File: src/rtl/cpu_pkg.sv
// Shared CPU datapath types: program-counter operation encoding.
package cpu_pkg;

  localparam int PC_OP_W = 2;

  typedef enum logic [PC_OP_W-1:0] {
    PC_NEXT = 2'd0,
    PC_JUMP = 2'd1,
    PC_CALL = 2'd2,
    PC_RET  = 2'd3
  } pc_op_t;

endpackage

File: src/rtl/lifo_stack.sv
// Register-array LIFO with an occupancy counter; pushes when full and pops when empty are dropped.
module lifo_stack #(
  parameter int WIDTH = 12,
  parameter int DEPTH = 8,
  localparam int CNT_W = $clog2(DEPTH + 1),
  localparam int IDX_W = (DEPTH > 1) ? $clog2(DEPTH) : 1
) (
  input  logic             clk,
  input  logic             rst,
  input  logic             push,
  input  logic             pop,
  input  logic [WIDTH-1:0] wdata,
  output logic [WIDTH-1:0] top,
  output logic             full,
  output logic             empty,
  output logic [CNT_W-1:0] count
);

  logic [WIDTH-1:0] mem [DEPTH];
  logic [CNT_W-1:0] count_m1;
  logic             do_push;
  logic             do_pop;

  assign full     = (count == CNT_W'(DEPTH));
  assign empty    = (count == '0);
  assign do_push  = push && !full;
  assign do_pop   = pop && !empty && !push;
  assign count_m1 = count - CNT_W'(1);
  // Read index is meaningless when empty; callers gate pop on empty.
  assign top      = mem[count_m1[IDX_W-1:0]];

  always_ff @(posedge clk) begin
    if (rst) begin
      count <= '0;
    end else if (do_push) begin
      count <= count + CNT_W'(1);
    end else if (do_pop) begin
      count <= count_m1;
    end
  end

  // Contents need no reset: only entries below count are ever read.
  always_ff @(posedge clk) begin
    if (do_push) begin
      mem[count[IDX_W-1:0]] <= wdata;
    end
  end

endmodule

File: src/rtl/pc_stack_unit.sv
// Fetch-address sequencer: increment, conditional jump, call and return with a return-address stack.
module pc_stack_unit
  import cpu_pkg::*;
#(
  parameter int                ADDR_W    = 12,
  parameter int                DEPTH     = 8,
  parameter logic [ADDR_W-1:0] RESET_VEC = '0,
  localparam int               SP_W      = $clog2(DEPTH + 1)
) (
  input  logic              clk,
  input  logic              rst,
  input  logic              stall,
  input  pc_op_t            pc_op,
  input  logic              take,
  input  logic [ADDR_W-1:0] target,
  input  logic              clr_err,
  output logic [ADDR_W-1:0] pc,
  output logic [SP_W-1:0]   sp,
  output logic              full,
  output logic              empty,
  output logic              ovf_err,
  output logic              unf_err
);

  logic [ADDR_W-1:0] pc_inc;
  logic [ADDR_W-1:0] pc_nxt;
  logic [ADDR_W-1:0] stack_top;
  logic              push;
  logic              pop;
  logic              ovf_set;
  logic              unf_set;

  assign pc_inc = pc + ADDR_W'(1);

  always_comb begin
    pc_nxt  = pc;
    push    = 1'b0;
    pop     = 1'b0;
    ovf_set = 1'b0;
    unf_set = 1'b0;
    if (!stall) begin
      unique case (pc_op)
        PC_NEXT: pc_nxt = pc_inc;
        PC_JUMP: pc_nxt = take ? target : pc_inc;
        PC_CALL: begin
          if (full) begin
            ovf_set = 1'b1;
          end else begin
            push   = 1'b1;
            pc_nxt = target;
          end
        end
        PC_RET: begin
          if (empty) begin
            unf_set = 1'b1;
          end else begin
            pop    = 1'b1;
            pc_nxt = stack_top;
          end
        end
        default: pc_nxt = pc;
      endcase
    end
  end

  lifo_stack #(
    .WIDTH(ADDR_W),
    .DEPTH(DEPTH)
  ) u_stack (
    .clk  (clk),
    .rst  (rst),
    .push (push),
    .pop  (pop),
    .wdata(pc_inc),
    .top  (stack_top),
    .full (full),
    .empty(empty),
    .count(sp)
  );

  always_ff @(posedge clk) begin
    if (rst) begin
      pc <= RESET_VEC;
    end else begin
      pc <= pc_nxt;
    end
  end

  // A new fault in the same cycle as clr_err leaves the flag set.
  always_ff @(posedge clk) begin
    if (rst) begin
      ovf_err <= 1'b0;
      unf_err <= 1'b0;
    end else begin
      ovf_err <= ovf_set | (ovf_err & ~clr_err);
      unf_err <= unf_set | (unf_err & ~clr_err);
    end
  end

endmodule

File: config.mk
export PLATFORM = sky130hd
export DESIGN_NAME = pc_stack_unit
export DESIGN_NICKNAME = d
export VERILOG_FILES = /design/src/rtl/cpu_pkg.sv /design/src/rtl/lifo_stack.sv /design/src/rtl/pc_stack_unit.sv
export SDC_FILE = /design/constraint.sdc
export NUM_CORES = 1
export LEC_CHECK = 0
export CAP_MARGIN = 15
export CELL_PAD_IN_SITES_DETAIL_PLACEMENT = 1
export CELL_PAD_IN_SITES_GLOBAL_PLACEMENT = 1
export CORE_UTILIZATION = 49
export CTS_BUF_LIST = sky130_fd_sc_hd__clkbuf_16
export CTS_CLUSTER_DIAMETER = 200
export DETAILED_ROUTE_END_ITERATION = 6
export PLACE_DENSITY = 0.87
export SETUP_SLACK_MARGIN = 0.05
export SYNTH_ARGS = -nofsm -noshare
export SYNTH_HDL_FRONTEND = slang
export SYNTH_HIERARCHICAL = 1
export SYNTH_SLANG_ARGS = --single-unit
File: constraint.sdc
create_clock -name clk -period 4.17 [get_ports clk]
set_input_delay 1.0425 -clock clk [delete_from_list [all_inputs] [get_ports clk]]
set_output_delay 1.0425 -clock clk [all_outputs]
set_load 0.05 [all_outputs]
# Yosys cells after proc, flatten, opt, wreduce, memory -nomap -nowiden
# Memory sizes are Yosys's and may differ from the RTL's.
# Index checks and enable logic that the tools add are counted.
[classes]
n_addsub = 3
mul = 0
n_reduce_logical = 10
mux = 20
bitwise = 6
n_shift = 0
magnitude_cmp = 0
eq_ne = 6
div = 0
[ops]
columns = ["op", "n"]
rows = [
  ["one-hot mux 12 bit (4 select lines)", 1],
  ["two-way mux 12 bit", 3],
  ["two-way mux 1 bit", 14],
  ["adder 12 x 1 -> 12 bit (second input constant)", 1],
  ["two-way mux 4 bit", 2],
  ["adder 4 x 1 -> 4 bit (second input constant)", 1],
  ["== test 2 bit (second input constant)", 2],
  ["== test 4 bit (second input constant)", 1],
  ["zero test 4 bit", 1],
  ["!= test 2 bit (second input constant)", 2],
  ["subtractor 4 x 1 -> 4 bit (second input constant)", 1],
  ["logical AND 1 bit", 3],
  ["zero test 1 bit", 3],
  ["AND reduction 3 bit", 1],
  ["bitwise AND 1 bit", 2],
  ["== test 2 x 1 -> 1 bit (second input constant)", 1],
  ["zero test 2 bit", 1],
  ["NOT 1 bit", 2],
  ["OR 1 bit", 2],
  ["nonzero test 2 bit", 1],
]
[totals]
latchBits = 0
output_inout_bits = 20
ff_bits = 18
n_memories = 1
romBits = 0
mem_bits_rw = 96
in_bits = 19
elab_cells = 50
[mem_list]
columns = ["name", "words", "width", "read_ports", "rd_clocked_by_memory_dff", "wr", "line_no", "source"]
rows = [
  ["u_stack.mem", 8, 12, 1, 0, 1, "lifo_stack.sv:19", "logic [WIDTH-1:0] mem [DEPTH];"],
]

# Depth between registers and ports, before layout
[depth]
depth_word = 8
depth_mapped = 11
ltp_nobuf = 9

# Modules after synthesis
# Netlist, hierarchy kept.
[modules_own_cells]
columns = ["mod", "seq_area_each_um2", "area_each_um2", "n_inst", "cells_each"]
rows = [
  ["lifo_stack", 2962.8, 4006.3, 1, 195],
  ["pc_stack_unit", 280.3, 1431.4, 1, 179],
]

# Worst setup path before layout
# Ideal clock, no wire load.
[synth_path]
path_type = "register to register"
start = "register u_stack.count[0]"
end = "memory u_stack.mem[0][0] (enable)"
arrival_ns = 3.453
path_buffers = 2
slack_ns = 0.321
setup_time_ns = 0.396
stages_incl_launch_ff = 11
period_less_slack_ns = 3.849
cell_sequence = "dfxtp_1 buf_4 inv_1 ha_1 nand3b_1 inv_1 nor3_1 buf_2 a21boi_0 nand2b_1 nor3_1"
[synth_via]
elab_chain_cells = 7
elab_cells_between_ends = 8
[synth_rtl]
columns = ["element", "line_no", "source"]
rows = [
  ["start, declared", "lifo_stack.sv:16", "output logic [CNT_W-1:0] count"],
  ["start signal, assigned", "lifo_stack.sv:36", "count <= count + CNT_W'(1);"],
  ["start signal, assigned", "lifo_stack.sv:38", "count <= count_m1;"],
  ["== test 4 bit", "lifo_stack.sv:24", "assign full = (count == CNT_W'(DEPTH));"],
  ["via full", "pc_stack_unit.sv:19", "output logic full,"],
  ["two-way mux 1 bit", "pc_stack_unit.sv:46", "if (full) begin"],
  ["two-way mux 1 bit", "pc_stack_unit.sv:42", "unique case (pc_op)"],
  ["two-way mux 1 bit", "pc_stack_unit.sv:41", "if (!stall) begin"],
  ["via push", "pc_stack_unit.sv:28", "logic push;"],
  ["logical AND 1 bit", "lifo_stack.sv:26", "assign do_push = push && !full;"],
  ["two-way mux 1 bit", "lifo_stack.sv:44", "if (do_push) begin"],
  ["two-way mux 1 bit (implied by the code)", "lifo_stack.sv:45", "mem[count[IDX_W-1:0]] <= wdata;"],
  ["end, declared", "lifo_stack.sv:19", ""],
]
# The timed path passes the listed nets, and every way through them passes these cells.

# Worst setup path after layout
[layout_path]
start = "register u_stack.count[1]"
end = "output full"
[layout_via]
elab_chain_cells = 1
[layout_rtl]
columns = ["element", "line_no"]
rows = [
  ["== test 4 bit", "lifo_stack.sv:24"],
  ["end, declared", "pc_stack_unit.sv:19"],
]
# Every way passes these cells.

==> flow_summary.toml <==
[layout]
n_antenna_cell = 0
final_core_util_pct = 60.7
drive_gt1_share_pct = 22.6
nFillCells = 1036
area_growth_pct = 21.1
nets = 447
final_cells = 578
finalInstanceArea_um2 = 6580

[clock_tree]
numClockSinks = 114
clk_path_buf_depth = 2
cts_root_buf = "clkbuf_16"
numCtsBuffers = 17
insertion_delay_ps = 420
htree_num_levels = 4
post_cts_resized = 0
cts_tree = "yes"
cts_setup_buffers = 0
cts_hold_buffers = 0
path_clk_slew_ps = 50

[critical_path]
critPathRequiredTime_ps = 3130
critPathLaunchType = "register"
critical_path_arrival_ps = 2480
path_max_fanout = 9
critPathKind = "reg -> out"
rr_startpoint = "u_stack/count[1]"
crit_start = "u_stack/count[1]"
worstSetupEndpointType = "output port"

[global_route]
use_met1_pct = 32.7
grt_pass1_vias = 3784
groute.usage.overall_pct = 26.9
grt_start_max_net_pins = 36
grt_use_met3_pct = 8.11
grt_pass1_wl_um = 21600
top_usage_layer = "met2"
grt-ovfl-total = 0
antenna_found_initial = 0
use_met2_pct = 44.0

[floorplan]
io-pin-count = 39
die_y_um = 107
dieArea_um2 = 11500
coreArea_um2 = 10800
die_w_um = 107
initial_core_util_pct = 50.2
row_count = 38

[yosys]
synth-warning-count = 6
syn_avg_cell_area_um2 = 14.5
synth-async-reset-ratio_pct = 0
ys_seq_area_share_pct = 59.6
ys.flop_type = "edfxtp_1"
synth_cells = 374
synth_area_um2 = 5440
syn-num-nets = 396
ys_ff_latch = 114
synth_edf_count = 96
ys_types = 65

[sta]
tightest_slew_ps = 852
fin_crit_ps = 3520
final-max-slew-violation-count = 0
fin_skew_ps = 10.9
max-slew-margin-rel_pct = 43.1
finalHoldViolCount = 0
max_freq_mhz = 284
setup_violations = 0
fin_hold_ws_ps = 496
finalSetupTns_ps = 0
rsz0062_at_grt = "no"
period_share_pct = 84.4

[placed_design]
dp_cells = 546
place_area_um2 = 5990
port_buffers = 38
place.gp.congestion = 0.835
place_hpwl_um = 9070

[power_and_ir_drop]
total_leakage_power_nw = 2.20
power_density_nw_per_um2 = 460
max-vdd-ir-drop_mv = 0.324

[routing]
ant_nets = 0
wire_per_inst_um = 24.5
drtIter0Drc = 218
drt_drc_violations_left = 0
firstDrtPassIters = 4
vias_per_cell = 6.14
num_vias = 3550
routed_wl_um = 14200

[status]
status = "complete, no violations"

[worst_hold_path]
hp-class = "reg -> reg"
hold_start = "unf_err"

[flow_run]
drv_cap = 0
[layer usage]
| metal | up-vias | wire length, um | share of wire (%) |
|---|---|---|---|
| li1 | 1584 | - | - |
| met5 | - | 0 | 0 |
| met2 | 113 | 7430 | 52 |
| met1 | 1831 | 5640 | 40 |
| met4 | 0 | 364 | 2.6 |
| met3 | 22 | 742 | 5.2 |
[cells by family after synthesis]
logic type / share of synthesized area (%)
DFF: 59.6
and+or+nand+nor: 8.93
AOI/OAI and AO/OA: 9.62
muxes: 15.8
buffers and inverters: 3.54
xor gates and xnor gates: 1.77
adders and majority gates: 0.690
[layout make-up]
type / count / area, um2 / area share, %
timing repair buffer: 55 / 508 / 7.72
multi-input combinational: 224 / 2010 / 30.6
tap: 140 / 175 / 2.66
clock buffer: 17 / 425 / 6.46
sequential: 114 / 3240 / 49.3
inverter: 13 / 48.8 / 0.741
clock inverter: 15 / 169 / 2.57
[cell usage after synthesis (all sizes together) (6+ instances only)]
cell	count	area share, %
a21oi	17	1.6
buf	15	2.0
clkbuf	8	0.62
dfxtp	18	6.6
edfxtp	96	53
inv	13	0.90
mux2	19	3.9
mux2i	9	1.7
mux4	24	10
nand2	16	1.1
nand2b	6	0.69
nor2	18	1.2
nor3	11	1.0
o21ai	9	0.83
xnor2	6	0.97
[critical path, stage by stage, from the launching register on]
cell and delay (ps):
dfxtp_1 420, inv_1 140, ha_1 310, nand3b_1 180, inv_1 180, clkdlybuf4s50_1 830
[sequential cells by signal (all words and copies together) (netlist names)]
| register | cells |
|---|---|
| u_stack/mem | 96 |
| pc | 12 |
| unf_err | 1 |
| ovf_err | 1 |
| u_stack/count | 4 |
[where the power goes]
group          switching (mW)  internal (mW)
logic                   0.179          0.113
clock network           0.515          0.931
registers              0.0234           1.26
total                   0.718           2.31
[worst paths after layout]
| kind | slack [ps] | to | depth (start not counted) |
|---|---|---|---|
| max | 650 | full | 5 |
| min | 500 | unf_err | 2 |
| max reg2reg | 890 | pc[2] | 10 |
| min reg2reg | 500 | unf_err | 2 |
[cells in the final DEF, fill, tap and decap left out, types with 5 or more instances in the layout]
cell / n
o21ai_0: 9
a21oi_1: 16
mux4_2: 20
xnor2_1: 6
edfxtp_1: 96
clkbuf_16: 17
xor2_1: 5
mux2i_1: 9
nor2b_1: 5
nor3_1: 9
buf_4: 17
mux2_2: 19
nand2_1: 16
nor2_1: 18
a21o_1: 5
inv_1: 14
clkdlybuf4s50_1: 38
nand2b_1: 6
dfxtp_1: 17
[metrics by stage]
stage / setup WS (ps) / power, mW
2_1_floorplan: 321 / 1.50
3_3_place_gp: 931 / 1.58
3_5_place_dp: 821 / 1.60
4_1_cts: 632 / 3.04
5_1_grt: 499 / 3.11
6_report: 649 / 3.03
No activity file was read; power rests on OpenSTA's default activity.
